[src/rtl/pio_loader.sv]
// pio_loader: configures one PIO state machine from an instruction ROM
// (INSTR x L, PEND, DIV, GRPS, SHIFT, EN), then streams bytes from a
// valid/ready source into its TX FIFO as PUSH actions.
// Optional RX path (PULL into a 1-entry buffer): define PIO_LOADER_RX_EN.
module pio_loader #(
  parameter int PLEN_MAX = 32,
  parameter int NUM_SM   = 4
) (
  input  logic              clk,
  input  logic              reset,
  input  logic              start,
  input  logic              stop,
  input  logic [1:0]        sm_sel,
  input  logic [5:0]        plen,
  input  logic [23:0]       div,
  input  logic [31:0]       pin_grps,
  input  logic [31:0]       exec_ctrl,
  input  logic [31:0]       shift_ctrl,
  output logic [4:0]        prog_addr,
  input  logic [15:0]       prog_data,
  output logic [3:0]        action,
  output logic [4:0]        index,
  output logic [1:0]        mindex,
  output logic [31:0]       din,
  input  logic [NUM_SM-1:0] full,
  input  logic [NUM_SM-1:0] empty,
  input  logic              tx_valid,
  input  logic [7:0]        tx_data,
  output logic              tx_ready,
  output logic              busy,
  output logic              running
`ifdef PIO_LOADER_RX_EN
  ,
  input  logic [31:0]       dout,
  output logic              rx_valid,
  input  logic              rx_ready,
  output logic [31:0]       rx_data
`endif
);

  localparam logic [3:0] A_NONE  = 4'd0;
  localparam logic [3:0] A_INSTR = 4'd1;
  localparam logic [3:0] A_PEND  = 4'd2;
  localparam logic [3:0] A_PUSH  = 4'd4;
  localparam logic [3:0] A_GRPS  = 4'd5;
  localparam logic [3:0] A_EN    = 4'd6;
  localparam logic [3:0] A_DIV   = 4'd7;
  localparam logic [3:0] A_SHIFT = 4'd10;
`ifdef PIO_LOADER_RX_EN
  localparam logic [3:0] A_PULL  = 4'd3;
`endif

  typedef enum logic [3:0] {
    S_IDLE, S_FETCH, S_INSTR, S_PEND, S_DIV, S_GRPS, S_SHIFT, S_EN, S_RUN, S_DIS
  } state_t;

  state_t      state, state_n;
  logic [5:0]  len_q, cnt_q, cnt_n, len_in;
  logic [23:0] div_q;
  logic [31:0] grps_q, exec_q, shift_q;
  logic [4:0]  addr_n, index_n;
  logic [3:0]  action_n;
  logic [1:0]  mindex_n;
  logic [31:0] din_n;
  logic        ready_n, busy_n, running_n, cfg_ld, push_go;

  // Program length is clamped to the instruction memory depth.
  assign len_in = (plen > 6'(PLEN_MAX)) ? 6'(PLEN_MAX) : plen;

`ifdef PIO_LOADER_RX_EN
  logic pull_d, pull_busy;
  assign pull_busy = (action == A_PULL) || pull_d;
`else
  logic unused_empty;
  assign unused_empty = ^empty;
`endif

  // Next-state and next-output logic; every output is registered below.
  always_comb begin
    state_n   = state;
    action_n  = A_NONE;
    din_n     = '0;
    index_n   = index;
    addr_n    = prog_addr;
    mindex_n  = mindex;
    cnt_n     = cnt_q;
    busy_n    = busy;
    running_n = running;
    ready_n   = 1'b0;
    cfg_ld    = 1'b0;
    push_go   = 1'b0;
    case (state)
      S_IDLE: if (start) begin
        cfg_ld   = 1'b1;
        busy_n   = 1'b1;
        mindex_n = sm_sel;
        cnt_n    = '0;
        if (len_in == 6'd0) state_n = S_PEND;
        else begin
          addr_n  = '0;
          state_n = S_FETCH;
        end
      end
      // ROM read of address 0 is in flight; run the address one ahead.
      S_FETCH: begin
        if (6'd1 < len_q) addr_n = 5'd1;
        state_n = S_INSTR;
      end
      S_INSTR: begin
        action_n = A_INSTR;
        index_n  = cnt_q[4:0];
        din_n    = {16'h0, prog_data};
        if (6'(prog_addr) + 6'd1 < len_q) addr_n = prog_addr + 5'd1;
        cnt_n = cnt_q + 6'd1;
        if (cnt_q + 6'd1 == len_q) state_n = S_PEND;
      end
      S_PEND:  begin action_n = A_PEND;  din_n = exec_q;         state_n = S_DIV;   end
      S_DIV:   begin action_n = A_DIV;   din_n = {8'h0, div_q};  state_n = S_GRPS;  end
      S_GRPS:  begin action_n = A_GRPS;  din_n = grps_q;         state_n = S_SHIFT; end
      S_SHIFT: begin action_n = A_SHIFT; din_n = shift_q;        state_n = S_EN;    end
      S_EN:    begin action_n = A_EN;    din_n = 32'h1;          state_n = S_RUN;   end
      S_RUN: begin
        busy_n    = 1'b0;
        running_n = 1'b1;
        push_go   = tx_valid && tx_ready;
        if (push_go) begin
          action_n = A_PUSH;
          din_n    = {24'h0, tx_data};
        end
`ifdef PIO_LOADER_RX_EN
        else if (!stop && !rx_valid && !pull_busy && !empty[mindex])
          action_n = A_PULL;
`endif
        // Blocking the slot after a push gives the full flag time to update.
        if (stop) begin
          running_n = 1'b0;
          state_n   = S_DIS;
        end else
          ready_n = !full[mindex] && !push_go;
      end
      S_DIS: begin
        action_n = A_EN;
        state_n  = S_IDLE;
      end
      default: state_n = S_IDLE;
    endcase
  end

  // State and registered outputs.
  always_ff @(posedge clk or posedge reset) begin
    if (reset) begin
      state     <= S_IDLE;
      cnt_q     <= '0;
      prog_addr <= '0;
      action    <= A_NONE;
      index     <= '0;
      mindex    <= '0;
      din       <= '0;
      tx_ready  <= 1'b0;
      busy      <= 1'b0;
      running   <= 1'b0;
    end else begin
      state     <= state_n;
      cnt_q     <= cnt_n;
      prog_addr <= addr_n;
      action    <= action_n;
      index     <= index_n;
      mindex    <= mindex_n;
      din       <= din_n;
      tx_ready  <= ready_n;
      busy      <= busy_n;
      running   <= running_n;
    end
  end

  // Configuration words captured on an accepted start.
  always_ff @(posedge clk or posedge reset) begin
    if (reset) begin
      len_q   <= '0;
      div_q   <= '0;
      grps_q  <= '0;
      exec_q  <= '0;
      shift_q <= '0;
    end else if (cfg_ld) begin
      len_q   <= len_in;
      div_q   <= div;
      grps_q  <= pin_grps;
      exec_q  <= exec_ctrl;
      shift_q <= shift_ctrl;
    end
  end

`ifdef PIO_LOADER_RX_EN
  // RX buffer: dout lands the cycle after PULL, held until rx_ready.
  always_ff @(posedge clk or posedge reset) begin
    if (reset) begin
      pull_d   <= 1'b0;
      rx_valid <= 1'b0;
      rx_data  <= '0;
    end else begin
      pull_d <= (action == A_PULL);
      if (pull_d) begin
        rx_valid <= 1'b1;
        rx_data  <= dout;
      end else if (rx_valid && rx_ready)
        rx_valid <= 1'b0;
    end
  end
`endif

endmodule

[config.mk]
export PLATFORM = sky130hd
export DESIGN_NAME = pio_loader
export DESIGN_NICKNAME = d
export VERILOG_FILES = /design/src/rtl/pio_loader.sv
export SDC_FILE = /design/constraint.sdc
export NUM_CORES = 1
export LEC_CHECK = 0
export CORE_MARGIN = 4
export CORE_UTILIZATION = 52
export CTS_CLUSTER_DIAMETER = 40
export CTS_CLUSTER_SIZE = 16
export DETAILED_ROUTE_END_ITERATION = 7
export PLACE_DENSITY = 0.92
export SLEW_MARGIN = 30
export SYNTH_ARGS = -nofsm -noshare
export SYNTH_HDL_FRONTEND = slang
export SYNTH_SLANG_ARGS = --single-unit
export TNS_END_PERCENT = 10
[constraint.sdc]
create_clock -name clk -period 17.5 [get_ports clk]
set_input_delay 1.75 -clock clk [delete_from_list [all_inputs] [get_ports clk]]
set_output_delay 1.75 -clock clk [all_outputs]
set_load 0.02 [all_outputs]
==> results_dict.tcl, run 1 <==
set metrics [dict create \
    run_status "finished, final reports clean" \
    post_cts_resized 0 \
    area_growth_pct 35.95 \
    io_buffer_count 211 \
    period_needed_ns 3.881 \
    placed_cells 1207 \
    vdd_drop_max_mv 0.1095 \
    h-tree-depth 4 \
    synth_seq_cells 187 \
    drv_slew 0 \
    synth_top_family_by_area "simple AND/OR/NAND/NOR gates" \
    drc_errors 0 \
    num-nets-final 1214 \
    hold_depth 2 \
    synth_compound_area_share_pct 9.995 \
    reg2reg_to "cnt_q[2]" \
    power.leakage_uw 0.005283 \
    synth_most_common_cell "nand2_1" \
    endpoint_kind "register" \
    drt_wl_total_um 21130 \
    synthTopCellsByArea "dfrtp_1 (59%), nand2_1 (20%), a222oi_1 (3.9%)" \
    drt.antenna.violating_nets 0 \
    critPathRequiredTime_ns 17.80 \
    cts_buffers 17 \
    tightest_slew_ns 0.9678 \
    worst_skew_pair.late_latency_ns 0.43 \
    synthCells 851 \
    drt_iter0_markers 620 \
    cts_root_buf "clkbuf_16" \
    synth_common_cells "nand2_1 (425), dfrtp_1 (187), a222oi_1 (31)" \
    fin_cells 1240 \
    syn-num-nets 1023 \
    period_share_pct 22.18 \
    ios 216 \
    crit_type "input pin to register" \
    ctsHoldBuffers 0 \
    grt_first_pass_wirelength_um 34530 \
    grt_max_degree 107 \
    power_uw 1744 \
    die-area_um2 17300 \
    avgSynthCellArea_um2 9.326 \
    post_cts_buffers 0 \
    yosys.area.top_type "dfrtp_1" \
    antenna_found_initial 2 \
    rows 44 \
    place.gp.congestion 0.8237 \
    fin_setup_tns_ns 0 \
    first_global_vias 6832 \
    cts_tree "yes" \
    hold_viol 0 \
    dr.pass1.iters 8 \
    critPathLaunchType "input pin" \
    synthXorXnorAreaFrac_pct 1.529 \
    hold_path.class "register to register" \
    synth.area.mux_share_pct 0.5676 \
    num-fill-cells 1038 \
    wire_per_inst_um 17.04 \
    cp_max_fo 85 \
    rsz0062_at_grt "false" \
    drive_above_1_share_pct 5.213 \
    cts.sinks 187 \
    synth-simple-area-share_pct 24.29 \
    min_to "index[0]" \
    p_per_area_nw_per_um2 161.6 \
    clock_path_buffers 2 \
    synth_fa_ha_area_share_pct 1.104 \
    synth.cell_area_um2 7936 \
    yosysWarnings 0 \
    slew_headroom_pct 35.33 \
    ys_seq_area_share_pct 58.96 \
    dp_hpwl_um 13840 \
    drv_cap 0 \
    r2r_cells 6 \
    vias 6777 \
    synth.distinct_cells 49 \
    die_x_um 131.5 \
    ys.flop_type "dfrtp_1" \
    grt_usage_pct 24.57 \
    gr-total-overflow 0 \
    synth_edf_count 0 \
    start_util_pct 53.79 \
    min-delay-start "index[0]" \
    fin_worst_skew_ns 0.01017 \
    clkTransAtPathRegs_ns 0.06 \
    worst_ep_arrival_time_ns 4.18 \
    r2r-start "state[0]" \
    async_flop_share_pct 100.0 \
    setup_viol 0 \
    die_h_um 131.5 \
    synth_top_cell_area_share_pct 58.96 \
    maxClockFrequency_mhz 257.6 \
    reg2reg_slack_ns 14.55 \
    design.core.area_um2 14750 \
    vias_per_cell 5.465 \
]
-- state kept, by name, summed over array words and instances, names as in the netlist --
signal and flops:
din 32, exec_q 32, grps_q 32, shift_q 32, div_q 24, cnt_q 6, len_q 6, index 5
prog_addr 5, action 4, state 4, mindex 2, busy 1, running 1, tx_ready 1
-- metrics by stage --
stage	utilization [%]	hold WS (ns)	setup slack, ns	cell area (um2)
final	73.13	0.4706	13.62	10790
after CTS	73.08	0.4783	13.58	10780
after detailed placement	69.06	0.4617	13.13	10190
after global routing	73.13	0.4953	13.37	10790
after global placement	68.88	0.4534	13.16	10160
after floorplan	-	0.4404	10.66	7936
-- critical path, stage by stage --
cell	delay, ns
clkdlybuf4s50_1	0.57
and3_4	0.53
buf_4	0.73
nor2_1	0.28
o21ai_1	0.22
o21ai_1	0.09
-- layer usage --
metal  share of wire (%)  GRT usage [%]
met5               0.038              0
met4                 2.5          8.226
met3                 7.0          6.651
met2                  50          40.97
met1                  41          31.35
-- cell usage in the layout, fill, tap and decap left out, types with 9 or more instances in the layout --
master,instances
a222oi_1,31
nand2_1,425
dfrtp_1,187
clkbuf_16,17
a22oi_1,24
nor2_1,13
inv_1,17
nand2b_1,9
clkdlybuf4s50_1,211
xnor2_1,9
o21ai_0,10
-- kinds of logic (layout without fill, tap and decap cells) --
kind of cell,after synthesis,in the layout
AO/OA/AOI/OAI,100,100
buffers and inverters,64,268
adder cells (fa/ha/maj),7,7
XOR/XNOR,13,13
other,0,1
multiplexers,3,3
flip-flops,187,187
AND/OR/NAND/NOR,477,477
-- final cells by class --
class / count / area (um2) / area share [%]
Tap cell: 184 / 230.2 / 2.134
Sequential cell: 187 / 4679 / 43.37
Clock buffer: 18 / 429.2 / 3.978
Inverter: 18 / 75.07 / 0.6958
Clock inverter: 14 / 163.9 / 1.519
Multi-Input combinational cell: 600 / 3020 / 27.99
Antenna cell: 1 / 2.502 / 0.02319
Timing Repair Buffer: 218 / 2188 / 20.28
-- worst max path at each step --
stage                     startpoint         to  depth (start not counted)
final                          start   cnt_q[2]                          6
after global routing           start   cnt_q[5]                          6
after CTS                      start   cnt_q[2]                          6
after detailed placement       start   cnt_q[4]                          5
after floorplan                reset  action[0]                          1
after global placement         start   cnt_q[5]                          6
-- power breakdown --
group	switching, uW	internal [uW]
logic	367	262
registers	117	610
clock network	174	214
total	658	1090
Power figures use the tool's default switching activity.
==> run 2, diff against run 1 <==
Settings changed: CORE_UTILIZATION 52 to 48, PLACE_DENSITY 0.92 to 0.87.
Clock period 17.5 ns to 3.6 ns, I/O delays scaled along.
==> results_dict.tcl, run 2 (synthesis results as in run 1) <==
set metrics [dict create \
    wire_per_inst_um 16.78 \
    hold_path.class "input pin to async pin" \
    area_growth_pct 37.80 \
    clkTransAtPathRegs_ns 0.07 \
    vias_per_cell 5.266 \
    seq_power_share_pct 41.0 \
    power_uw 8604 \
    r2r_cells 9 \
    swShare_pct 36.78 \
    antenna_found_initial 1 \
    cts.sinks 187 \
    drv_slew 0 \
    fin_util_pct 68.11 \
    p_sw_uw 3165 \
    worst_ep_arrival_time_ns 2.79 \
    hold_viol 0 \
    grt_first_pass_wirelength_um 33690 \
    gr-total-overflow 0 \
    vdd_drop_max_mv 0.4786 \
    design.core.area_um2 16060 \
    preCtsSetupSlack_ns 1.147 \
    drt.antenna.violating_nets 0 \
    period_needed_ns 2.481 \
    p_per_area_nw_per_um2 786.7 \
    post_cts_resized 0 \
    die_x_um 136.6 \
    vias 6720 \
    drt_iter0_markers 539 \
    ios 216 \
    worst_slack_ns 1.119 \
    cts_root_buf "clkbuf_16" \
    cts_tree "yes" \
    io_buffer_count 211 \
    r2r-start "prog_addr[0]" \
    run_status "finished, final reports clean" \
    die-area_um2 18660 \
    drive_above_1_share_pct 5.666 \
    post_cts_buffers 0 \
    final_common_cell "nand2_1" \
    num-fill-cells 1164 \
    crit_type "register to register" \
    fin_worst_skew_ns 0.008291 \
    cp_max_fo 7 \
    h-tree-depth 4 \
    tightest_slew_ns 0.8349 \
    endpoint_kind "register" \
    placed_cells 1241 \
    clock_path_buffers 2 \
    dp_hpwl_um 14450 \
    grt_max_degree 188 \
    critPathRequiredTime_ns 3.91 \
    drt_wl_total_um 21410 \
    power.leakage_uw 0.005340 \
    num-nets-final 1218 \
    p_int_uw 5439 \
    pwr-share-comb_pct 36.1 \
    rsz0062_at_grt "false" \
    slew_headroom_pct 44.28 \
    first_global_vias 6804 \
    ctsHoldBuffers 0 \
    critPathLaunchType "register" \
    worst_skew_pair.late_latency_ns 0.43 \
    rows 46 \
    period_share_pct 68.92 \
    cp-startpoint "prog_addr[0]" \
    layout_common_cells "nand2_1 (425), clkdlybuf4s50_1 (211), dfrtp_1 (187), a222oi_1 (31), a22oi_1 (24)" \
    cts_buffers 17 \
    maxClockFrequency_mhz 403.0 \
    drv_cap 0 \
    place.gp.congestion 0.8149 \
    drc_errors 0 \
    fin_cells 1276 \
    dr.pass1.iters 8 \
    start_util_pct 49.42 \
    fin_setup_tns_ns 0 \
    p_clk_share_pct 22.8 \
    grt_usage_pct 23.24 \
    setup_viol 0 \
    die_h_um 136.6 \
]
==> run 2: per-layer routing <==
layer	track usage (%)	share of wire, %
met1	30.25	41
met2	38.47	49
met3	4.706	6.4
met4	8.959	2.9
met5	0	0
==> run 2: area by class of cell <==
cell class,instances,area (um2),share of cell area (%)
clock buffer,20,466.7,4.267
antenna,1,2.502,0.02288
multi-input combinational,600,3015,27.57
sequential,187,4679,42.79
tap,216,270.3,2.471
inverter,18,71.32,0.6521
clock inverter,12,158.9,1.453
timing repair buffer,222,2272,20.78
==> run 2: worst paths after layout <==
check | slack, ns | end
max | 1.12 | prog_addr[2]
min | 0.38 | din[11]
max reg2reg | 1.12 | prog_addr[2]
min reg2reg | 0.48 | div_q[20]
max in group asynchronous | 2.33 | div_q[1]
min in group clk | 0.46 | grps_q[26]
==> run 2: worst max-delay path: stages, from the launching register on <==
cell     delay [ns]
dfrtp_1        0.45
ha_1           0.28
nand3_1        0.12
xnor2_1        0.23
ha_1           0.28
and4_1         0.21
o21a_1         0.14
nor3_1         0.28
a21oi_1        0.12
a221o_1        0.26
==> run 2: power groups by stage <==
stage	Sequential, uW	Combinational [uW]	Clock, uW
6_report	3530	3110	1970
5_1_grt	3640	3470	2070
4_1_cts	3530	3110	2000
3_5_place_dp	3550	3080	0
3_3_place_gp	3510	2990	0
2_1_floorplan	3590	1840	0
==> run 2: per-stage QoR <==
stage                     hold WS (ns)  area [um2]
final                           0.3775       10940
after global routing            0.4174       10940
after CTS                       0.4406       10880
after detailed placement        0.4621       10250
after global placement          0.4567       10250
after floorplan                 0.4309        7940
==> run 3, diff against run 2 <==
Settings changed: CORE_UTILIZATION 48 to 44, PLACE_DENSITY 0.87 to 0.84.
Clock period 3.6 ns to 2 ns, I/O delays scaled along.
==> results_dict.tcl, run 3 (synthesis results as in run 1) <==
set metrics [dict create \
    drive_above_1_share_pct 9.598 \
    io_buffer_count 211 \
    clock_path_buffers 2 \
    setup_viol 5 \
    place.gp.congestion 0.8455 \
    rows 48 \
    slew_headroom_pct 36.91 \
    worst_skew_pair.late_latency_ns 0.42 \
    cts_tree "yes" \
    grt_max_degree 84 \
    endpoint_kind "register" \
    fin_worst_skew_ns 0.008712 \
    critPathRequiredTime_ns 2.31 \
    h-tree-depth 4 \
    period_needed_ns 2.194 \
    layout_common_cells "nand2_1 (425), clkdlybuf4s50_1 (211), dfrtp_1 (185), buf_4 (36), a222oi_1 (31)" \
    period_share_pct 109.7 \
    r2r_cells 10 \
    maxClockFrequency_mhz 455.7 \
    violations "setup timing" \
    final_common_cell "nand2_1" \
    power.leakage_uw 0.005500 \
    drv_slew 0 \
    cts.sinks 187 \
    vdd_drop_max_mv 0.7995 \
    place_area_um2 10590 \
    grt_first_pass_wirelength_um 33930 \
    gr-total-overflow 0 \
    final_cell_area_um2 11240 \
    clkTransAtPathRegs_ns 0.07 \
    num-nets-final 1253 \
    dp_hpwl_um 15260 \
    hold_path.class "input pin to async pin" \
    cts_buffers 17 \
    start_util_pct 45.41 \
    wire_per_inst_um 16.65 \
    ios 216 \
    drt_wl_total_um 21970 \
    area_growth_pct 41.67 \
    hold_viol 0 \
    crit_type "register to register" \
    reg2reg_slack_ns -0.19 \
    reg2reg_to "prog_addr[2]" \
    worst_slack_ns -0.1943 \
    p_per_area_nw_per_um2 1392 \
    regArea_um2 4682 \
    drv_cap 0 \
    dr.pass1.iters 6 \
    multi_input_area_um2 3072 \
    worst_ep_arrival_time_ns 2.50 \
    rsz0062_at_grt "true" \
    design.core.area_um2 17480 \
    cp_max_fo 4 \
    die_x_um 142.3 \
    vias_per_cell 5.136 \
    r2r-start "prog_addr[1]" \
    drc_errors 0 \
    fin_setup_tns_ns -0.7085 \
    drt.antenna.violating_nets 0 \
    first_global_vias 6630 \
    antenna_found_initial 1 \
    die_h_um 142.3 \
    cts_root_buf "clkbuf_16" \
    critPathLaunchType "register" \
    num-fill-cells 1408 \
    grt_usage_pct 21.24 \
    drt_iter0_markers 500 \
    vias 6779 \
    tightest_slew_ns 0.9441 \
    die-area_um2 20250 \
    run_status "complete, but fails checks" \
]
[run 3: how the worst max path moves through the flow]
stage,cells after the start,endpoint,start,slack [ns]
after floorplan,1,action[0],reset,-0.61
after global placement,10,prog_addr[3],prog_addr[1],-0.19
after detailed placement,10,prog_addr[3],prog_addr[1],-0.23
after CTS,10,prog_addr[2],prog_addr[1],-0.17
after global routing,10,prog_addr[2],prog_addr[1],-0.28
final,10,prog_addr[2],prog_addr[1],-0.19
[run 3: power by group]
group	total, uW	internal (uW)	switching (uW)
sequential	6210	5340	872
clock	3200	1690	1510
combinational	6240	2760	3480
total	15700	9790	5860
[run 3: what timing repair did]
action                                  4_1_cts  5_1_grt
hold buffers                                  0        0
resized for setup                             9        3
setup buffers                                 2        2
pin swaps                                     9        6
endpoints found under the setup margin        5       26
[run 3: area by class of cell]
cell class	count	share of cell area, %
Tap cell	225	2.504
Antenna cell	1	0.02226
Multi-Input combinational cell	600	27.32
Clock buffer	19	4.028
Timing Repair Buffer	257	22.89
Sequential cell	187	41.64
Clock inverter	13	0.9570
Inverter	18	0.6343
[run 3: routing by layer]
metal	GRT usage (%)	part of all wire [%]
met4	6.003	1.5
met1	28.24	43
met3	4.099	5.9
met5	0	0
met2	35.83	50
[run 3: critical path, stage by stage (launching register included)]
cell and delay [ns]:
dfrtp_1 0.38, ha_2 0.21, nand3_2 0.09, xnor2_2 0.16, ha_1 0.29, and4_1 0.20
o21a_1 0.16, buf_6 0.11, nor4_4 0.03, buf_4 0.15, a221o_1 0.30
[run 3: stage by stage]
stage	utilization (%)	std cells	setup WS (ns)	hold slack, ns	total power (uW)
6_report	64.33	1320	-0.1943	0.07273	15650
4_1_cts	64.20	1317	-0.1674	0.06696	15720
3_5_place_dp	60.61	1283	-0.2306	0.4599	12390
2_1_floorplan	-	851	-0.6065	0.2709	9766
3_3_place_gp	60.61	1283	-0.1940	0.4563	12180
5_1_grt	64.33	1320	-0.2775	0.08191	16660
